## src/rtl/mc6845_bus_sequencer.sv

```systemverilog
// MC6845 CRTC CPU-bus sequencer.
// Runs a table-driven init sequence (R0..R(NUM_REGS-1)) or single host
// register accesses, each as an address phase followed by a data phase
// with E-clock timing derived from the system clock.
module mc6845_bus_sequencer #(
    parameter int E_HALF   = 2,
    parameter int NUM_REGS = 16
) (
    input  logic       clk,
    input  logic       rst,
    input  logic       start,
    output logic [4:0] tbl_addr,
    input  logic [7:0] tbl_data,
    input  logic       req,
    input  logic       req_wr,
    input  logic [4:0] req_reg,
    input  logic [7:0] req_wdata,
    output logic       ack,
    output logic       err,
    output logic [7:0] rdata,
    output logic       busy,
    output logic       done,
    output logic       csn,
    output logic       e,
    output logic       rs,
    output logic       rw,
    output logic [7:0] d_out,
    output logic       d_oe,
    input  logic [7:0] d_in
);

    localparam int              CW       = (E_HALF > 1) ? $clog2(E_HALF) : 1;
    localparam logic [CW-1:0]   CNT_LAST = CW'(E_HALF - 1);
    localparam logic [4:0]      REG_LAST = 5'(NUM_REGS - 1);
    localparam logic [4:0]      REG_MAX  = 5'd17;

    localparam logic [2:0] IDLE    = 3'd0;
    localparam logic [2:0] SETUP_A = 3'd1;
    localparam logic [2:0] EHI_A   = 3'd2;
    localparam logic [2:0] ELO_A   = 3'd3;
    localparam logic [2:0] SETUP_D = 3'd4;
    localparam logic [2:0] EHI_D   = 3'd5;
    localparam logic [2:0] ELO_D   = 3'd6;

    logic [2:0]    state;
    logic [CW-1:0] cnt;
    logic          init_mode;
    logic [4:0]    idx;
    logic [4:0]    reg_q;
    logic          wr_q;
    logic [7:0]    wdata_q;

    logic          half_done;
    logic          addr_phase;
    logic          data_phase;
    logic [4:0]    cur_reg;
    logic          cur_wr;
    logic [7:0]    cur_wdata;

    assign half_done  = (cnt == CNT_LAST);
    assign addr_phase = (state == SETUP_A) || (state == EHI_A) || (state == ELO_A);
    assign data_phase = (state == SETUP_D) || (state == EHI_D) || (state == ELO_D);
    assign cur_reg    = init_mode ? idx : reg_q;
    assign cur_wr     = init_mode | wr_q;
    assign cur_wdata  = init_mode ? tbl_data : wdata_q;
    assign tbl_addr   = idx;

    // Sequencer state, phase timing, request capture and status pulses.
    // A host request is blocked in the ACK cycle (REQ is still held high
    // then) and in the reject cycle, so a single request is served once.
    always_ff @(posedge clk) begin
        if (rst) begin
            state     <= IDLE;
            cnt       <= '0;
            init_mode <= 1'b0;
            idx       <= '0;
            reg_q     <= '0;
            wr_q      <= 1'b0;
            wdata_q   <= '0;
            rdata     <= '0;
            ack       <= 1'b0;
            err       <= 1'b0;
            done      <= 1'b0;
        end else begin
            ack  <= 1'b0;
            err  <= 1'b0;
            done <= 1'b0;
            case (state)
                IDLE: begin
                    if (start && !err) begin
                        init_mode <= 1'b1;
                        idx       <= '0;
                        state     <= SETUP_A;
                    end else if (req && !ack && !err) begin
                        if (req_reg > REG_MAX) begin
                            ack <= 1'b1;
                            err <= 1'b1;
                        end else begin
                            init_mode <= 1'b0;
                            reg_q     <= req_reg;
                            wr_q      <= req_wr;
                            wdata_q   <= req_wdata;
                            state     <= SETUP_A;
                        end
                    end
                end
                SETUP_A: begin
                    cnt   <= '0;
                    state <= EHI_A;
                end
                EHI_A: begin
                    if (half_done) begin
                        cnt   <= '0;
                        state <= ELO_A;
                    end else begin
                        cnt <= cnt + 1'b1;
                    end
                end
                ELO_A: begin
                    if (half_done) begin
                        state <= SETUP_D;
                    end else begin
                        cnt <= cnt + 1'b1;
                    end
                end
                SETUP_D: begin
                    cnt   <= '0;
                    state <= EHI_D;
                end
                EHI_D: begin
                    if (half_done) begin
                        if (!cur_wr) begin
                            rdata <= d_in;
                        end
                        cnt   <= '0;
                        state <= ELO_D;
                    end else begin
                        cnt <= cnt + 1'b1;
                    end
                end
                ELO_D: begin
                    if (half_done) begin
                        if (init_mode) begin
                            if (idx == REG_LAST) begin
                                done      <= 1'b1;
                                idx       <= '0;
                                init_mode <= 1'b0;
                                state     <= IDLE;
                            end else begin
                                idx   <= idx + 1'b1;
                                state <= SETUP_A;
                            end
                        end else begin
                            ack   <= 1'b1;
                            state <= IDLE;
                        end
                    end else begin
                        cnt <= cnt + 1'b1;
                    end
                end
                default: state <= IDLE;
            endcase
        end
    end

    // CRTC bus controls decoded from the phase; they only move on phase entry.
    always_comb begin
        csn   = (state == IDLE);
        e     = (state == EHI_A) || (state == EHI_D);
        rs    = data_phase;
        rw    = 1'b1;
        d_oe  = 1'b0;
        d_out = '0;
        busy  = (state != IDLE) || err;
        if (addr_phase) begin
            rw    = 1'b0;
            d_oe  = 1'b1;
            d_out = {3'b000, cur_reg};
        end else if (data_phase) begin
            rw   = !cur_wr;
            d_oe = cur_wr;
            if (cur_wr) begin
                d_out = cur_wdata;
            end
        end
    end

endmodule

```

## config.mk

```make
export PLATFORM = sky130hd
export DESIGN_NAME = mc6845_bus_sequencer
export DESIGN_NICKNAME = d
export VERILOG_FILES = /design/src/rtl/mc6845_bus_sequencer.sv
export SDC_FILE = /design/constraint.sdc
export NUM_CORES = 1
export LEC_CHECK = 0
export ABC_AREA = 1
export CAP_MARGIN = 5
export CELL_PAD_IN_SITES_DETAIL_PLACEMENT = 1
export CELL_PAD_IN_SITES_GLOBAL_PLACEMENT = 2
export CORE_MARGIN = 5
export CORE_UTILIZATION = 23
export DETAILED_ROUTE_END_ITERATION = 10
export PLACE_DENSITY_LB_ADDON = 0.2
export SYNTH_ARGS = -nofsm -noshare
export SYNTH_HDL_FRONTEND = slang
export SYNTH_SLANG_ARGS = --single-unit
```

## constraint.sdc

```tcl
create_clock -name clk -period 1.9 [get_ports clk]
set_input_delay 0.285 -clock clk [delete_from_list [all_inputs] [get_ports clk]]
set_output_delay 0.285 -clock clk [all_outputs]
set_load 0.02 [all_outputs]
```

==> flow_summary.json, run 1 <==
{
  "status": "completed",
  "htreeDepth": 2,
  "drive_above_1_share": 0.203,
  "wl_per_cell_um": 13.3,
  "grt_start_max_net_pins": 28,
  "vias_per_cell": 4.33,
  "fin_crit_sh": 0.930,
  "synth_cells": 266,
  "drv_slew": 0,
  "placedCellCount": 443,
  "grt_pass1_wl_um": 10200,
  "worst-path-buf-inv": 3,
  "grt_pass1_vias": 2184,
  "ant_nets": 0,
  "syn_to_final_growth_pct": 50.6,
  "fillCellCount": 983,
  "dp_hpwl_um": 4580,
  "track_usage": 0.128,
  "cap_viol_max_count": 0,
  "relSlewSlack": 0.806,
  "synth-seq-cells": 35,
  "clockRootBuffer": "clkbuf_8",
  "max_freq_mhz": 566,
  "vias": 1954,
  "num_rows": 32,
  "start_util": 0.237,
  "gp_congestion": 0.779,
  "die_height_um": 99.5,
  "hold_violations": 0,
  "finalWorstSetupSlack_ns": 0.133,
  "clock_skew_ns": 0.00669,
  "clk_latency_ns": 0.29,
  "synth_fp_nets": 301,
  "reg2reg_depth": 7,
  "synth-adder-area-share": 0.00678,
  "hold_class": "reg2reg",
  "final_cell_count_no_fill": 451,
  "rsz0062_at_grt": "no",
  "worstMarginPinSlew_ns": 0.290,
  "post_cts_buffers": 0,
  "ys_types": 29,
  "clk_pin_slew_ns": 0.07,
  "cts_tree": "built",
  "fin_crit_ns": 1.77,
  "worstHoldStart": "wdata_q[2]",
  "ctsHoldBuffers": 0,
  "dr.pass1.iters": 4,
  "drc": 0,
  "place_ws_ns": -0.0658,
  "antennaDiodeCount": 0,
  "ys_seq_area_frac": 0.380,
  "end_kind": "output pin",
  "synth-xor-area-share": 0.00475,
  "r2r_slack_ns": 0.32,
  "multi_input_area_um2": 1000,
  "io_pins": 64,
  "critical_path.top_delay_family": "buffers and inverters",
  "die_w_um": 99.5,
  "clk_path_buf_depth": 2,
  "power_leakage_uw": 0.00127,
  "synth_compound_area_frac": 0.133,
  "cpPeakStageDelay_ns": 0.37,
  "nets": 383,
  "cts_sinks": 35,
  "coreArea_mm2": 0.00777,
  "avgSynthCellArea_um2": 6.93,
  "fin_area_mm2": 0.00278,
  "path_cells": "buf_4 > nand2_1 > inv_1 > nand2_1 > nand2_1 > dlygate4sd2_1",
  "synth.area.mux_share": 0.0271,
  "cts_buffers": 5,
  "reg2reg_from": "state[0]",
  "p_per_area_mw_per_mm2": 1180,
  "path_class": "reg2out",
  "synth.cell_area_mm2": 0.00184,
  "wirelength_um": 5980,
  "critPathSlowestCell": "dfxtp_1",
  "worstHoldEndpoint": "wdata_q[2]",
  "io_buffers": 63,
  "ir_worst_vdd_v": 0.000408,
  "r2r_end": "rdata[7]",
  "setup_viol": 0,
  "crit_required_ns": 1.62,
  "synth_top_family_by_area": "simple AND/OR/NAND/NOR gates",
  "antenna_found_initial": 0,
  "cp_max_fo": 5,
  "placed_cell_area_mm2": 0.00270,
  "seq_area_um2": 701,
  "synthSimpleGateAreaFrac": 0.364,
  "worst-endpoint-arrival_ns": 1.48,
  "holdPathStages": 2,
  "cp-start-kind": "flop",
  "dieArea_mm2": 0.00991,
  "drtIter0Drc": 55,
  "yosysWarnings": 0,
  "grt_overflow": 0,
  "cp_common_cell": "nand2_1"
}
-- state kept, by name, summed over array words and instances, names as in the netlist --
name       flops
tbl_addr       5
rdata          8
done           1
ack            1
cnt            1
reg_q          5
init_mode      1
err            1
state          3
wdata_q        8
wr_q           1
-- report_power, final --
part / internal [uW] / leakage, uW / switching, uW
Clock: 425 / 0.0000612 / 286
Sequential: 853 / 0.000285 / 105
Combinational: 640 / 0.000923 / 964
-- how the worst max path moves through the flow --
stage / start / to / slack [ns] / cells after the start
after floorplan: state[2] / d_out[1] / 0.03 / 4
after global placement: tbl_data[0] / d_out[0] / -0.08 / 4
after detailed placement: tbl_data[0] / d_out[0] / -0.07 / 4
after CTS: init_mode / d_out[0] / -0.06 / 4
after global routing: state[2] / d_out[2] / 0.03 / 6
final: state[1] / e / 0.13 / 6
-- Yosys cell counts --
master,n,area (um^2)
nor2_1,55,206
inv_4,2,12.5
nor3_1,2,10.0
o21ai_1,15,75.1
nor2_4,1,11.3
nor3_4,1,16.3
o21ai_0,20,100
a21oi_1,11,55.1
nand3_1,11,55.1
a31oi_1,1,6.26
buf_6,3,33.8
ha_1,1,12.5
nand2_2,3,18.8
nor4_1,1,6.26
nor2_2,11,68.8
nand2_4,1,11.3
mux2i_1,5,50.1
inv_2,4,15.0
xor2_1,1,8.76
nand3_4,1,17.5
clkbuf_1,5,18.8
nor2_8,2,40.0
dfxtp_1,35,701
or2_2,1,6.26
nand3_2,1,10.0
inv_1,20,75.1
a21oi_2,1,8.76
nand4_1,1,6.26
nand2_1,50,188
-- layer usage --
layer	track usage	share of wire	up-vias
li1	-	-	1007
met1	0.156	0.46	893
met2	0.222	0.48	49
met3	0.0365	0.054	5
met4	0.0315	0.0077	0
met5	0	0	-
-- cell families (layout without fill, tap and decap cells) --
kind of cell,count (synthesis),count (layout)
AO/OA/AOI/OAI,48,48
AND/OR/NAND/NOR,142,142
XOR/XNOR,1,1
adder cells (fa/ha/maj),1,1
buffers and inverters,34,117
multiplexers,5,5
flip-flops,35,35
-- placed cells by master (no fill, tap or decap), drive strengths merged, types with 5 or more instances in the layout --
| cell type | n |
|---|---|
| nand2 | 54 |
| clkbuf | 15 |
| mux2i | 5 |
| dfxtp | 35 |
| clkdlybuf4s50 | 49 |
| buf | 21 |
| nor2 | 69 |
| o21ai | 35 |
| nand3 | 13 |
| inv | 26 |
| a21oi | 12 |
-- timing repair --
| action | in CTS | in global routing |
|---|---|---|
| pin swaps | 0 | 0 |
| gates resized for setup | 22 | 20 |
| endpoints found under the setup margin | 13 | 11 |
| cloned | 0 | 0 |
| endpoints found under the hold margin | 0 | 0 |
-- through the flow --
step / TNS (ns) / hold WS (ns) / utilization / power [uW]
floorplan: 0 / 0.413 / - / 1960
global placement: -0.185 / 0.478 / 0.348 / 2650
detailed placement: -0.0843 / 0.483 / 0.348 / 2670
CTS: -0.111 / 0.506 / 0.362 / 3350
global route: 0 / 0.534 / 0.358 / 3530
finish: 0 / 0.501 / 0.358 / 3270
-- area by class of cell --
class	instances	area share
tap	102	0.0459
multi-input combinational	197	0.360
clock buffer	6	0.0297
timing repair buffer	83	0.263
inverter	26	0.0369
sequential	35	0.252
clock inverter	2	0.0126
-- worst reg2reg max path: stages (launching register included) --
cell,delay [ns]
dfxtp_1,0.43
buf_4,0.18
nand3_2,0.08
buf_4,0.16
nor3_4,0.28
buf_4,0.20
o21ai_0,0.07
nor2_1,0.11
(Power assumes the default switching activity.)
==> run 2, diff against run 1 <==
--- a/config.mk
+++ b/config.mk
@@ -10,7 +10,8 @@
 export CELL_PAD_IN_SITES_DETAIL_PLACEMENT = 1
 export CELL_PAD_IN_SITES_GLOBAL_PLACEMENT = 2
 export CORE_MARGIN = 5
-export CORE_UTILIZATION = 23
+export CORE_UTILIZATION = 21
+export CTS_CLUSTER_SIZE = 10
 export DETAILED_ROUTE_END_ITERATION = 10
 export PLACE_DENSITY_LB_ADDON = 0.2
 export SYNTH_ARGS = -nofsm -noshare
==> constraint.sdc (replaced) <==
create_clock -name clk -period 1.6 [get_ports clk]
set_input_delay 0.24 -clock clk [delete_from_list [all_inputs] [get_ports clk]]
set_output_delay 0.24 -clock clk [all_outputs]
set_load 0.02 [all_outputs]
==> run 2 against run 1 <==
The flow now finishes with violations (setup timing). First-iteration DRC count down 51%. Final cell count rose by 6.4%. Clock skew about the same. Global-route usage decreased by 0.76 points. Die area grew 8.6%. Routed wire length rose by 6.9%. Largest cell class unchanged. Largest power group unchanged.
==> flow_summary.json, run 2 (synthesis gave the netlist of run 1 again) <==
{
  "status": "finished with violations",
  "violations": "setup timing",
  "fin_area_mm2": 0.00314,
  "rsz0062_at_grt": "yes",
  "drive_above_1_share": 0.312,
  "grt_pass1_vias": 2189,
  "max_freq_mhz": 621,
  "io_pins": 64,
  "hold_class": "reg2reg",
  "worstHoldStart": "wdata_q[2]",
  "wirelength_um": 6400,
  "worst-endpoint-arrival_ns": 1.37,
  "io_buffers": 63,
  "crit_required_ns": 1.36,
  "die_w_um": 104,
  "finalSetupTns_ns": -0.0153,
  "crit_path_start": "init_mode",
  "gp_congestion": 0.771,
  "fin_crit_sh": 1.01,
  "dieArea_mm2": 0.0108,
  "coreArea_mm2": 0.00864,
  "antenna_found_initial": 0,
  "wl_per_cell_um": 13.3,
  "vias_per_cell": 4.24,
  "syn_to_final_growth_pct": 70.1,
  "grt_pass1_wl_um": 10800,
  "relSlewSlack": 0.818,
  "htreeDepth": 2,
  "num_rows": 34,
  "start_util": 0.214,
  "end_kind": "output pin",
  "vias": 2036,
  "cp_max_fo": 4,
  "nets": 406,
  "reg2reg_from": "state[1]",
  "cts_tree": "built",
  "hold_violations": 0,
  "path_class": "reg2out",
  "grt_overflow": 0,
  "dp_hpwl_um": 4940,
  "grt_start_max_net_pins": 28,
  "finalWorstSetupSlack_ns": -0.0112,
  "drv_slew": 0,
  "power_leakage_uw": 0.00145,
  "drc": 0,
  "clk_path_buf_depth": 2,
  "finalPower_uw": 4480,
  "antennaDiodeCount": 0,
  "clk_pin_slew_ns": 0.08,
  "die_height_um": 104,
  "reg_top3": "rdata (8), wdata_q (8)",
  "final_common_cell": "nor2_1",
  "ant_nets": 0,
  "ir_worst_vdd_v": 0.000397,
  "cap_viol_max_count": 0,
  "dr.pass1.iters": 4,
  "clock_skew_ns": 0.00624,
  "layout_common_cells": "54 x nor2_1, 46 x nand2_1, 44 x clkdlybuf4s50_1, 40 x buf_4, 31 x dfxtp_1",
  "setup_viol": 2,
  "drtIter0Drc": 27,
  "clockRootBuffer": "clkbuf_8",
  "cts_buffers": 5,
  "cts_sinks": 35,
  "clk_latency_ns": 0.29,
  "cp-start-kind": "flop",
  "placed_cell_area_mm2": 0.00287,
  "p_per_area_mw_per_mm2": 1430,
  "fin_crit_ns": 1.61,
  "track_usage": 0.120,
  "worstMarginPinSlew_ns": 0.272
}
[run 2: cell type report]
cell class                 count  area, um^2
fill                        1068        5500
inverter                      26         110
clock inverter                 3        43.8
sequential                    35         713
multi-input combinational    197        1080
timing repair buffer         106         982
clock buffer                   5        68.8
tap                          108         135
[run 2: stage by stage]
stage | hold slack [ns] | utilization | setup slack (ns) | cells
floorplan | 0.368 | - | -0.0138 | 266
global route | 0.540 | 0.363 | -0.0805 | 480
detailed placement | 0.488 | 0.333 | -0.350 | 466
CTS | 0.512 | 0.345 | -0.0934 | 475
finish | 0.505 | 0.363 | -0.0112 | 480
global placement | 0.474 | 0.333 | -0.310 | 466
[run 2: final timing paths]
kind,to,slack [ns],cells past startpoint
min,wdata_q[2],0.50,2
max,d_oe,-0.01,5
min reg2reg,wdata_q[2],0.50,2
max reg2reg,wr_q,0.05,10
[run 2: power breakdown]
group / total [uW] / switching [uW] / internal (uW)
Sequential: 1170 / 133 / 1040
Combinational: 2490 / 1340 / 1150
Clock: 824 / 360 / 464
Total: 4480 / 1840 / 2650
[run 2: worst max-delay path, stage by stage, from the launching register on]
cell and delay (ns):
dfxtp_4 0.38, or2_4 0.28, buf_6 0.13, a21oi_4 0.13, inv_2 0.04, buf_6 0.12
[run 2: timing repair]
item	4_1_cts	5_1_grt
setup buffers	1	5
gates resized for setup	73	46
hold buffers	0	0
pin swaps	2	6
hold endpoints to repair	0	0
endpoints found under the setup margin	19	24
[run 2: layer usage]
metal,share of wire,GRT usage
met5,0,0
met4,0.0091,0.0278
met3,0.037,0.0299
met2,0.49,0.202
met1,0.46,0.155
==> run 3, diff against run 2 <==
--- a/config.mk
+++ b/config.mk
@@ -11,7 +11,6 @@
 export CELL_PAD_IN_SITES_GLOBAL_PLACEMENT = 2
 export CORE_MARGIN = 5
 export CORE_UTILIZATION = 21
-export CTS_CLUSTER_SIZE = 10
 export DETAILED_ROUTE_END_ITERATION = 10
 export PLACE_DENSITY_LB_ADDON = 0.2
 export SYNTH_ARGS = -nofsm -noshare
==> results of run 3 <==
Same layout as run 2: the final DEF is identical, and so are final timing and power.
